## config.mk

```make
export PLATFORM = sky130hd
export DESIGN_NAME = shift_sequencer
export DESIGN_NICKNAME = d
export VERILOG_FILES = /design/src/rtl/shift_sequencer.sv
export SDC_FILE = /design/constraint.sdc
export NUM_CORES = 1
export LEC_CHECK = 0
export CORE_AREA = 2 2 68 70
export CTS_CLUSTER_SIZE = 8
export DETAILED_ROUTE_END_ITERATION = 8
export DIE_AREA = 0 0 70 72
export PLACE_DENSITY = 0.84
export SLEW_MARGIN = 20
export SYNTH_ARGS = -nofsm -noshare
export SYNTH_HDL_FRONTEND = slang
export SYNTH_SLANG_ARGS = --single-unit
```

## constraint.sdc

```tcl
create_clock -name clk -period 4.9 [get_ports clk]
set_input_delay 0.98 -clock clk [delete_from_list [all_inputs] [get_ports clk]]
set_output_delay 0.98 -clock clk [all_outputs]
set_load 0.02 [all_outputs]
```

## src/rtl/shift_sequencer.sv

```systemverilog
// shift_sequencer: multi-cycle 16-bit shift/rotate unit for the execute stage.
// It applies one 4-bit step per cycle while at least 4 positions remain,
// then 1-bit steps, which trades latency for area against a barrel shifter.
// Step count is cnt[3:2] + cnt[1:0] (at most 6); done follows the last step.
//
// Build option: define SHIFT_SEQ_ROTATE_EN to implement ROL (op=00).
// Without it, op=00 passes the operand through with the same step timing.
//
// Ports:
//   clk    in   1   clock, rising edge
//   rst_n  in   1   asynchronous active-low reset
//   start  in   1   request, accepted when not busy (IDLE or DONE)
//   op     in   2   00 ROL, 01 SLL, 10 SRA, 11 SRL; latched on accept
//   in     in   16  operand; latched on accept
//   cnt    in   4   shift amount 0..15; latched on accept
//   busy   out  1   high while shifting
//   done   out  1   one-cycle pulse; out is valid in that cycle
//   out    out  16  result, held from done until the next completion
module shift_sequencer (
  input  logic        clk,
  input  logic        rst_n,
  input  logic        start,
  input  logic [1:0]  op,
  input  logic [15:0] in,
  input  logic [3:0]  cnt,
  output logic        busy,
  output logic        done,
  output logic [15:0] out
);

  localparam int unsigned data_w = 16;
  localparam int unsigned cnt_w  = 4;

  localparam logic [1:0] op_rol = 2'b00;
  localparam logic [1:0] op_sll = 2'b01;
  localparam logic [1:0] op_sra = 2'b10;
  localparam logic [1:0] op_srl = 2'b11;

  typedef enum logic [1:0] {
    st_idle  = 2'd0,
    st_shift = 2'd1,
    st_done  = 2'd2
  } state_t;

  state_t              state_q, state_d;
  logic [data_w-1:0]   acc_q, acc_d;
  logic [cnt_w-1:0]    rem_q, rem_d;
  logic [1:0]          op_q, op_d;
  logic                busy_q, busy_d;
  logic                done_q, done_d;
  logic [data_w-1:0]   out_q, out_d;
  logic                big_step;

  // One shift step of 4 (big) or 1 position according to the latched op.
  function automatic logic [data_w-1:0] step(input logic [data_w-1:0] a,
                                             input logic [1:0] o,
                                             input logic big);
    logic [data_w-1:0] r;
    r = a;
    case (o)
      op_sll: r = big ? {a[11:0], 4'b0000} : {a[14:0], 1'b0};
      op_srl: r = big ? {4'b0000, a[15:4]} : {1'b0, a[15:1]};
      op_sra: r = big ? {{4{a[15]}}, a[15:4]} : {a[15], a[15:1]};
      op_rol: begin
`ifdef SHIFT_SEQ_ROTATE_EN
        r = big ? {a[11:0], a[15:12]} : {a[14:0], a[15]};
`else
        r = a;
`endif
      end
      default: r = a;
    endcase
    return r;
  endfunction

  assign big_step = (rem_q >= cnt_w'(4));

  // Next-state and next-output logic.
  always_comb begin
    state_d = state_q;
    acc_d   = acc_q;
    rem_d   = rem_q;
    op_d    = op_q;
    busy_d  = 1'b0;
    done_d  = 1'b0;
    out_d   = out_q;

    case (state_q)
      st_idle, st_done: begin
        if (start) begin
          acc_d = in;
          rem_d = cnt;
          op_d  = op;
          if (cnt == '0) begin
            // Zero count completes immediately with the operand unchanged.
            state_d = st_done;
            done_d  = 1'b1;
            out_d   = in;
          end else begin
            state_d = st_shift;
            busy_d  = 1'b1;
          end
        end else begin
          state_d = st_idle;
        end
      end

      st_shift: begin
        acc_d = step(acc_q, op_q, big_step);
        rem_d = rem_q - (big_step ? cnt_w'(4) : cnt_w'(1));
        if (rem_d == '0) begin
          state_d = st_done;
          done_d  = 1'b1;
          out_d   = acc_d;
        end else begin
          busy_d  = 1'b1;
        end
      end

      default: state_d = st_idle;
    endcase
  end

  // State and registered outputs.
  always_ff @(posedge clk or negedge rst_n) begin
    if (!rst_n) begin
      state_q <= st_idle;
      acc_q   <= '0;
      rem_q   <= '0;
      op_q    <= '0;
      busy_q  <= 1'b0;
      done_q  <= 1'b0;
      out_q   <= '0;
    end else begin
      state_q <= state_d;
      acc_q   <= acc_d;
      rem_q   <= rem_d;
      op_q    <= op_d;
      busy_q  <= busy_d;
      done_q  <= done_d;
      out_q   <= out_d;
    end
  end

  assign busy = busy_q;
  assign done = done_q;
  assign out  = out_q;

endmodule
```

==> results of run 1 <==
## power groups by stage
stage | Combinational, W | Clock (W) | Sequential [W]
2_1_floorplan | 0.00103 | 0 | 0.000749
5_1_grt | 0.00160 | 0.000236 | 0.000745
3_3_place_gp | 0.00140 | 0 | 0.000713
6_report | 0.00145 | 0.000220 | 0.000720
4_1_cts | 0.00145 | 0.000226 | 0.000715
3_5_place_dp | 0.00144 | 0 | 0.000718
## area by class of cell
class	count	area [um2]	share of cell area
Multi-Input combinational cell	180	1230	0.427
Sequential cell	42	1050	0.364
Timing Repair Buffer	43	423	0.147
Clock buffer	6	82.6	0.0286
Tap cell	52	65.1	0.0225
Inverter	8	32.5	0.0113
## state kept, by name, indices dropped and copies added, names as in the netlist
register  flops
done          1
rem_q         4
op_q          2
busy          1
state_q       2
acc_q        16
out          16
## critical path, stage by stage, from the launching register on
cell                      delay (ns)
sky130_fd_sc_hd__dfrtp_1        0.45
sky130_fd_sc_hd__or2_1          0.51
sky130_fd_sc_hd__inv_4          0.32
sky130_fd_sc_hd__ha_1           0.23
sky130_fd_sc_hd__ha_1           0.24
sky130_fd_sc_hd__nor2_1         0.07
sky130_fd_sc_hd__a22oi_1        0.22
sky130_fd_sc_hd__a21oi_2        0.12
sky130_fd_sc_hd__a22oi_4        0.57
sky130_fd_sc_hd__mux2_2         0.41
## layer usage
layer,track usage,vias up
li1,-,957
met1,0.322,979
met2,0.359,87
met3,0.0500,10
met4,0.0748,0
met5,0,-
## stage by stage
step	instance area, um2	hold WS (ns)
global route	2890	0.535
floorplan	2400	0.515
CTS	2890	0.515
detailed placement	2800	0.497
global placement	2800	0.490
finish	2890	0.511
## layout by cell type (no fill, tap or decap), types with 2 or more instances in the layout
cell type	n
sky130_fd_sc_hd__a21bo_2	2
sky130_fd_sc_hd__o22a_1	7
sky130_fd_sc_hd__o21ai_0	4
sky130_fd_sc_hd__o22ai_1	6
sky130_fd_sc_hd__inv_1	7
sky130_fd_sc_hd__a21oi_1	23
sky130_fd_sc_hd__a31oi_1	2
sky130_fd_sc_hd__nand2_1	39
sky130_fd_sc_hd__ha_1	2
sky130_fd_sc_hd__clkdlybuf4s50_1	41
sky130_fd_sc_hd__clkbuf_8	6
sky130_fd_sc_hd__nand3_1	8
sky130_fd_sc_hd__a22oi_1	2
sky130_fd_sc_hd__a21o_1	5
sky130_fd_sc_hd__nor2b_1	6
sky130_fd_sc_hd__a311oi_1	6
sky130_fd_sc_hd__nand2b_1	5
sky130_fd_sc_hd__mux2_2	27
sky130_fd_sc_hd__nor2_1	10
sky130_fd_sc_hd__mux2i_1	5
sky130_fd_sc_hd__dfrtp_1	42
sky130_fd_sc_hd__a211oi_1	2
sky130_fd_sc_hd__o211ai_1	3
sky130_fd_sc_hd__a221o_1	3
## logic make-up (layout without fill, tap and decap cells)
| family | count (synthesis) | after routing | synth area share |
|---|---|---|---|
| muxes | 33 | 33 | 0.154 |
| and+or+nand+nor | 72 | 72 | 0.132 |
| AOI/OAI and AO/OA | 73 | 73 | 0.217 |
| adders and majority gates | 2 | 2 | 0.0104 |
| DFF | 42 | 42 | 0.438 |
| buffers and inverters | 26 | 57 | 0.0485 |
## worst min-delay path by stage
stage                         from       end  slack [ns]  cells after the start
final                       out[3]    out[3]        0.51                      1
after global routing        out[2]    out[2]        0.54                      1
after CTS                  out[15]   out[15]        0.52                      1
after detailed placement    out[8]    out[8]        0.50                      1
after global placement      out[5]    out[5]        0.49                      1
after floorplan           acc_q[0]  acc_q[0]        0.51                      2
==> reports/qor.log, run 1 <==
qor: clock_tree.clock_tree.htree_level_count 2
qor: sta.fin_crit 3.25 ns
qor: synthesis.post_synth_most_frequent_cells 42 x sky130_fd_sc_hd__dfrtp_1, 39 x sky130_fd_sc_hd__nand2_1, 27 x sky130_fd_sc_hd__mux2_2, 23 x sky130_fd_sc_hd__a21oi_1
qor: floorplanning.row_count 24
qor: layout.antenna-diode-count 0
qor: grt.grt_pass1_vias 1940
qor: routing.m1WireLength 2480 um
qor: worst_setup_path.timing_worst_setup_path_type flop to flop
qor: worst_setup_path.worst-endpoint-required 5.08 ns
qor: floorplanning.dieArea 0.00504 mm2
qor: grt.grt.overflow.total 0
qor: pwr.net_switching_power 0.00105 W
qor: clock_tree.insertion_delay 0.29 ns
qor: clock_tree.tritoncts_clock_tree built
qor: floorplanning.floorplan.die.width 70 um
qor: sta.timing.setup.tns 0 ns
qor: pwr.cellLeakagePower 1.25 nW
qor: sta.timing.final.max_slew_violations 0
qor: grt.grt_max_degree 43
qor: pwr.p_int 0.00133 W
qor: placed_design.gpl.final_weighted_congestion 0.865
qor: pwr.clock_power_share 0.092
qor: sta.finalWorstSetupSlack 1.65 ns
qor: sta.timing.fmax 307 MHz
qor: worst_setup_path.setup.worst_path.end out[6]
qor: worst_setup_path.regToRegEndpoint out[6]
qor: sta.finalClockSkew 0.00485 ns
qor: synthesis.share_of_synthesized_area_occupied_by_flip_flops_and_latches 0.438
qor: routing.route.vias.total 2033
qor: flow_run.maxCapViolCount 0
qor: sta.transition_time_at_the_pin_with_the_least_slew_margin 0.924 ns
qor: clock_tree.cts.repair.resized 0
qor: pwr.switching_share 0.442
qor: synthesis.yosys.area.top_type sky130_fd_sc_hd__dfrtp_1
qor: grt.gr-usage-all-layers 0.229
qor: worst_setup_path.setup.reg_to_reg.worst_slack 1.65 ns
qor: worst_setup_path.worst_setup_path_startpoint rem_q[3]
qor: routing.detailedRoute.firstPassIterationCount 5
qor: routing.wl_met2 2550 um
qor: synthesis.synth.most_common_cell sky130_fd_sc_hd__dfrtp_1
qor: routing.drc_errors 0
qor: routing.routed_via_density 6.14
qor: layout.drive_above_1_share 0.147
qor: floorplanning.die_h 72 um
qor: worst_setup_path.ff2ff_path_depth 9
qor: synthesis.synth_top_area_cells sky130_fd_sc_hd__dfrtp_1 44%, sky130_fd_sc_hd__mux2_2 13%, sky130_fd_sc_hd__nand2_1 6.1%
qor: clock_tree.number_of_clock_sinks_seen_by_cts 42
qor: pwr.reg_power_frac 0.302
qor: synthesis.synth_enable_flop_cells 0
qor: worst_setup_path.critical_path.max_fanout 24
qor: sta.setup_viol 0
qor: synthesis.netlist_area 0.00240 mm2
qor: pwr.cellPowerDensity 827 mW/mm2
qor: clock_tree.cts.repair_timing.setup_buffer_count 0
qor: routing.detail_route.wirelength 5520 um
qor: placed_design.detailed_place_hpwl 3680 um
qor: clock_tree.cts_hold_repair.buffers 0
qor: layout.total_of_fill_cells_in_the_finished_design 363
qor: pwr.totalPowerFinal 0.00239 W
qor: floorplanning.ios 43
qor: synthesis.synth-warning-count 0
qor: placed_design.io_buffers 42
qor: worst_setup_path.critical_path.startpoint_type flop
qor: synthesis.postSynth.asyncResetShare 1.00
qor: floorplanning.core 0.00426 mm2
qor: routing.detail-route-antenna-nets 0
qor: worst_setup_path.worst_r2r_startpoint rem_q[3]
qor: layout.area_delta_synth_final 20.3%
qor: clock_tree.cts_root_buf sky130_fd_sc_hd__clkbuf_8
qor: sta.post-route-period-util 0.664
qor: grt.grt_first_pass_wirelength 9230 um
qor: sta.max_slew_margin 0.384
qor: layout.finalCoreUtilization 0.677
qor: sta.timing_hold_violations_final 0
qor: clock_tree.cts.clk_slew.worst_paths 0.07 ns
qor: run_status.outcome finished clean
qor: synthesis.post_synth_inst_count 248
qor: pwr.combPwrFrac 0.606
qor: pwr.vdd_drop_max 0.000412 V
qor: synthesis.synth_ff_type sky130_fd_sc_hd__dfrtp_1
qor: routing.wl_met3 402 um
qor: routing.routedWlPerCell 16.7 um
qor: synthesis.synth_fp_nets 275
qor: sta.grt_setup_unrepaired false
qor: synthesis.avgSynthCellArea 9.67 um2
qor: layout.finish.cell_count_without_fillers 331
qor: floorplanning.initial_utilization 0.562
qor: clock_tree.clock_tree.buffer_depth 2
qor: clock_tree.cts_buffers 5
qor: placed_design.pre_cts_ws 1.66 ns
qor: routing.dr.max_layer_used met4
qor: worst_setup_path.worst-endpoint-arrival 3.44 ns
qor: placed_design.dpl.cell_count 325
qor: worst_setup_path.critical_path_capture_point_type flop
qor: min_path.hp-class flop to flop
qor: grt.number_of_antenna_violations_at_the_first_check_in_global_routing 0
qor: layout.nets 307
qor: routing.initialDrtViolationCount 200
qor: synthesis.synth-seq-cells 42
qor: synthesis.synth.lib_cells_used.distinct 41
qor: synthesis.post-synth-top-area-fraction 0.438
(Power assumes the default switching activity.)
==> run 2, diff against run 1 <==
Settings changed: CORE_AREA 2 2 68 70 to 2 2 71 73, DIE_AREA 0 0 70 72 to 0 0 73 75, PLACE_DENSITY 0.84 to 0.78.
Clock period 4.9 ns to 3.1 ns, I/O delays scaled along.
==> run 2 against run 1 <==
Cell count rose by 3.6%. Utilization fell by 3.9 points. Flip-flop and latch count did not move. Fmax rose by 21%. Routed wire length fell by 0.58%. Critical path depth did not move. First-iteration DRC count fell by 19%. Total power rose by 64%. Register-to-register slack got worse by 1.2 ns. Clock skew rose by 0.0019 ns. Sequential power rose by 53%. Global-route usage fell by 1.3 points. Critical path type unchanged. Largest cell class unchanged.
==> reports/qor.log, run 2 (same netlist as run 1, synthesis figures left out) <==
qor: layout.drive_above_1_share 0.176 [+0.0295]
qor: clock_tree.cts.repair.resized 0 [unchanged]
qor: pwr.cellPowerDensity 1320 mW/mm2 [+59%]
qor: worst_setup_path.critical_path.startpoint_type flop
qor: grt.grt.overflow.total 0 [unchanged]
qor: pwr.cellLeakagePower 1.30 nW [+4.3%]
qor: layout.leading_cell_type_in_the_layout_fill_and_taps_excluded sky130_fd_sc_hd__dfrtp_1
qor: sta.timing.fmax 373 MHz [+21%]
qor: floorplanning.die_h 75 um [+4.2%]
qor: grt.grt_max_degree 43 [unchanged]
qor: layout.nets 315 [+2.6%]
qor: clock_tree.tritoncts_clock_tree built
qor: placed_design.io_buffers 42 [unchanged]
qor: clock_tree.cts.clk_slew.worst_paths 0.08 ns [about the same]
qor: sta.timing_hold_violations_final 0 [unchanged]
qor: clock_tree.cts_buffers 5 [unchanged]
qor: routing.detailedRoute.firstPassIterationCount 5 [unchanged]
qor: worst_setup_path.critical_path_capture_point_type flop
qor: sta.finalClockSkew 0.00679 ns [+0.00194 ns]
qor: placed_design.gpl.final_weighted_congestion 0.874 [+1.0%]
qor: sta.transition_time_at_the_pin_with_the_least_slew_margin 0.994 ns [+0.0695 ns]
qor: clock_tree.clock_tree.buffer_depth 2 [unchanged]
qor: sta.fin_crit 2.68 ns [-0.576 ns]
qor: worst_setup_path.worst_r2r_startpoint rem_q[3]
qor: floorplanning.core 0.00466 mm2 [+9.3%]
qor: routing.initialDrtViolationCount 162 [-19%]
qor: placed_design.detailed_place_hpwl 3760 um [+2.3%]
qor: layout.finish.cell_count_without_fillers 343 [+3.6%]
qor: grt.gr-usage-all-layers 0.217 [-0.0126]
qor: sta.setup_viol 0 [unchanged]
qor: sta.timing.setup.tns 0 ns [unchanged]
qor: clock_tree.number_of_clock_sinks_seen_by_cts 42 [unchanged]
qor: worst_setup_path.worst-endpoint-arrival 2.87 ns [-0.57 ns]
qor: clock_tree.cts.repair_timing.setup_buffer_count 0 [unchanged]
qor: layout.most-common-layout-cells 42 x sky130_fd_sc_hd__dfrtp_1, 41 x sky130_fd_sc_hd__clkdlybuf4s50_1, 39 x sky130_fd_sc_hd__nand2_1
qor: clock_tree.cts_root_buf sky130_fd_sc_hd__clkbuf_8
qor: worst_setup_path.ff2ff_path_depth 9 [unchanged]
qor: grt.number_of_antenna_violations_at_the_first_check_in_global_routing 0 [unchanged]
qor: floorplanning.initial_utilization 0.515 [-0.0479]
qor: layout.area_delta_synth_final 24.0%
qor: min_path.hp-class primary input to async pin
qor: routing.detail-route-antenna-nets 0 [unchanged]
qor: clock_tree.cts_hold_repair.buffers 0 [unchanged]
qor: floorplanning.floorplan.die.width 73 um [+4.3%]
qor: grt.grt_first_pass_wirelength 9130 um [-1.1%]
qor: run_status.outcome finished clean
qor: floorplanning.row_count 25 [+4.2%]
qor: floorplanning.ios 43 [unchanged]
qor: routing.route.vias.total 2029 [-0.20%]
qor: pwr.vdd_drop_max 0.000547 V [+33%]
qor: worst_setup_path.critical_path.max_fanout 18 [-25%]
qor: layout.total_of_fill_cells_in_the_finished_design 395 [+8.8%]
qor: routing.detail_route.wirelength 5490 um [-0.58%]
qor: sta.timing.final.max_slew_violations 0 [unchanged]
qor: clock_tree.insertion_delay 0.30 ns [about the same]
qor: routing.routedWlPerCell 16.0 um [-4.1%]
qor: placed_design.dpl.cell_count 335 [+3.1%]
qor: floorplanning.dieArea 0.00548 mm2 [+8.6%]
qor: clock_tree.clock_tree.htree_level_count 2 [unchanged]
qor: sta.max_slew_margin 0.336 [-0.0477]
qor: layout.antenna-diode-count 0 [unchanged]
qor: worst_setup_path.setup.worst_path.end out[6]
qor: worst_setup_path.regToRegEndpoint out[6]
qor: flow_run.maxCapViolCount 0 [unchanged]
qor: worst_setup_path.worst_setup_path_startpoint rem_q[3]
qor: sta.post-route-period-util 0.864 [+0.200]
qor: routing.drc_errors 0 [unchanged]
qor: worst_setup_path.timing_worst_setup_path_type flop to flop
qor: routing.routed_via_density 5.92 [-3.7%]
qor: worst_setup_path.setup.reg_to_reg.worst_slack 0.42 ns [-1.22 ns]
qor: worst_setup_path.worst-endpoint-required 3.29 ns [-1.79 ns]
qor: grt.grt_pass1_vias 1904 [-1.9%]
qor: sta.grt_setup_unrepaired false
-- run 2: power by group --
| group | switching, W | total [W] | internal (W) |
|---|---|---|---|
| Clock | 0.000196 | 0.000433 | 0.000237 |
| Combinational | 0.00123 | 0.00239 | 0.00115 |
| Sequential | 0.000249 | 0.00110 | 0.000846 |
-- run 2: worst min path at each step --
stage | depth (start not counted) | endpoint | slack [ns] | from
after global routing | 1 | out[5] | 0.52 | rst_n
after global placement | 2 | op_q[1] | 0.47 | op_q[1]
after CTS | 1 | out[9] | 0.48 | rst_n
final | 1 | out[9] | 0.45 | rst_n
after detailed placement | 2 | op_q[1] | 0.47 | op_q[1]
after floorplan | 0 | acc_q[0] | 0.32 | rst_n
-- run 2: area by class of cell --
type	instances	area (um2)	area share
Tap cell	54	67.6	0.0227
Timing Repair Buffer	51	483	0.162
Sequential cell	42	1050	0.353
Clock inverter	3	40.0	0.0135
Inverter	8	32.5	0.0109
Clock buffer	5	68.8	0.0231
Multi-Input combinational cell	180	1230	0.414
-- run 2: critical path: stages, from the launching register on --
cell and delay, ns:
sky130_fd_sc_hd__dfrtp_1 0.45, sky130_fd_sc_hd__or2_1 0.30, sky130_fd_sc_hd__inv_4 0.07, sky130_fd_sc_hd__ha_1 0.16, sky130_fd_sc_hd__ha_1 0.22, sky130_fd_sc_hd__nor2_1 0.06
sky130_fd_sc_hd__a22oi_1 0.22, sky130_fd_sc_hd__a21oi_2 0.12, sky130_fd_sc_hd__a22oi_4 0.56, sky130_fd_sc_hd__mux2_2 0.40
-- run 2: metrics by stage --
step	hold slack (ns)	utilization	instance area [um2]	setup WS, ns	power, W
after CTS	0.482	0.638	2970	0.411	0.00393
final	0.451	0.638	2970	0.421	0.00392
after global routing	0.519	0.638	2970	0.277	0.00423
after detailed placement	0.470	0.615	2870	0.419	0.00348
after floorplan	0.324	-	2400	0.383	0.00281
after global placement	0.468	0.615	2870	0.500	0.00343
-- run 2: per-layer routing --
layer  share of wire  track usage
met2            0.46        0.333
met5               0            0
met3           0.066       0.0562
met4           0.018       0.0864
met1            0.45        0.294
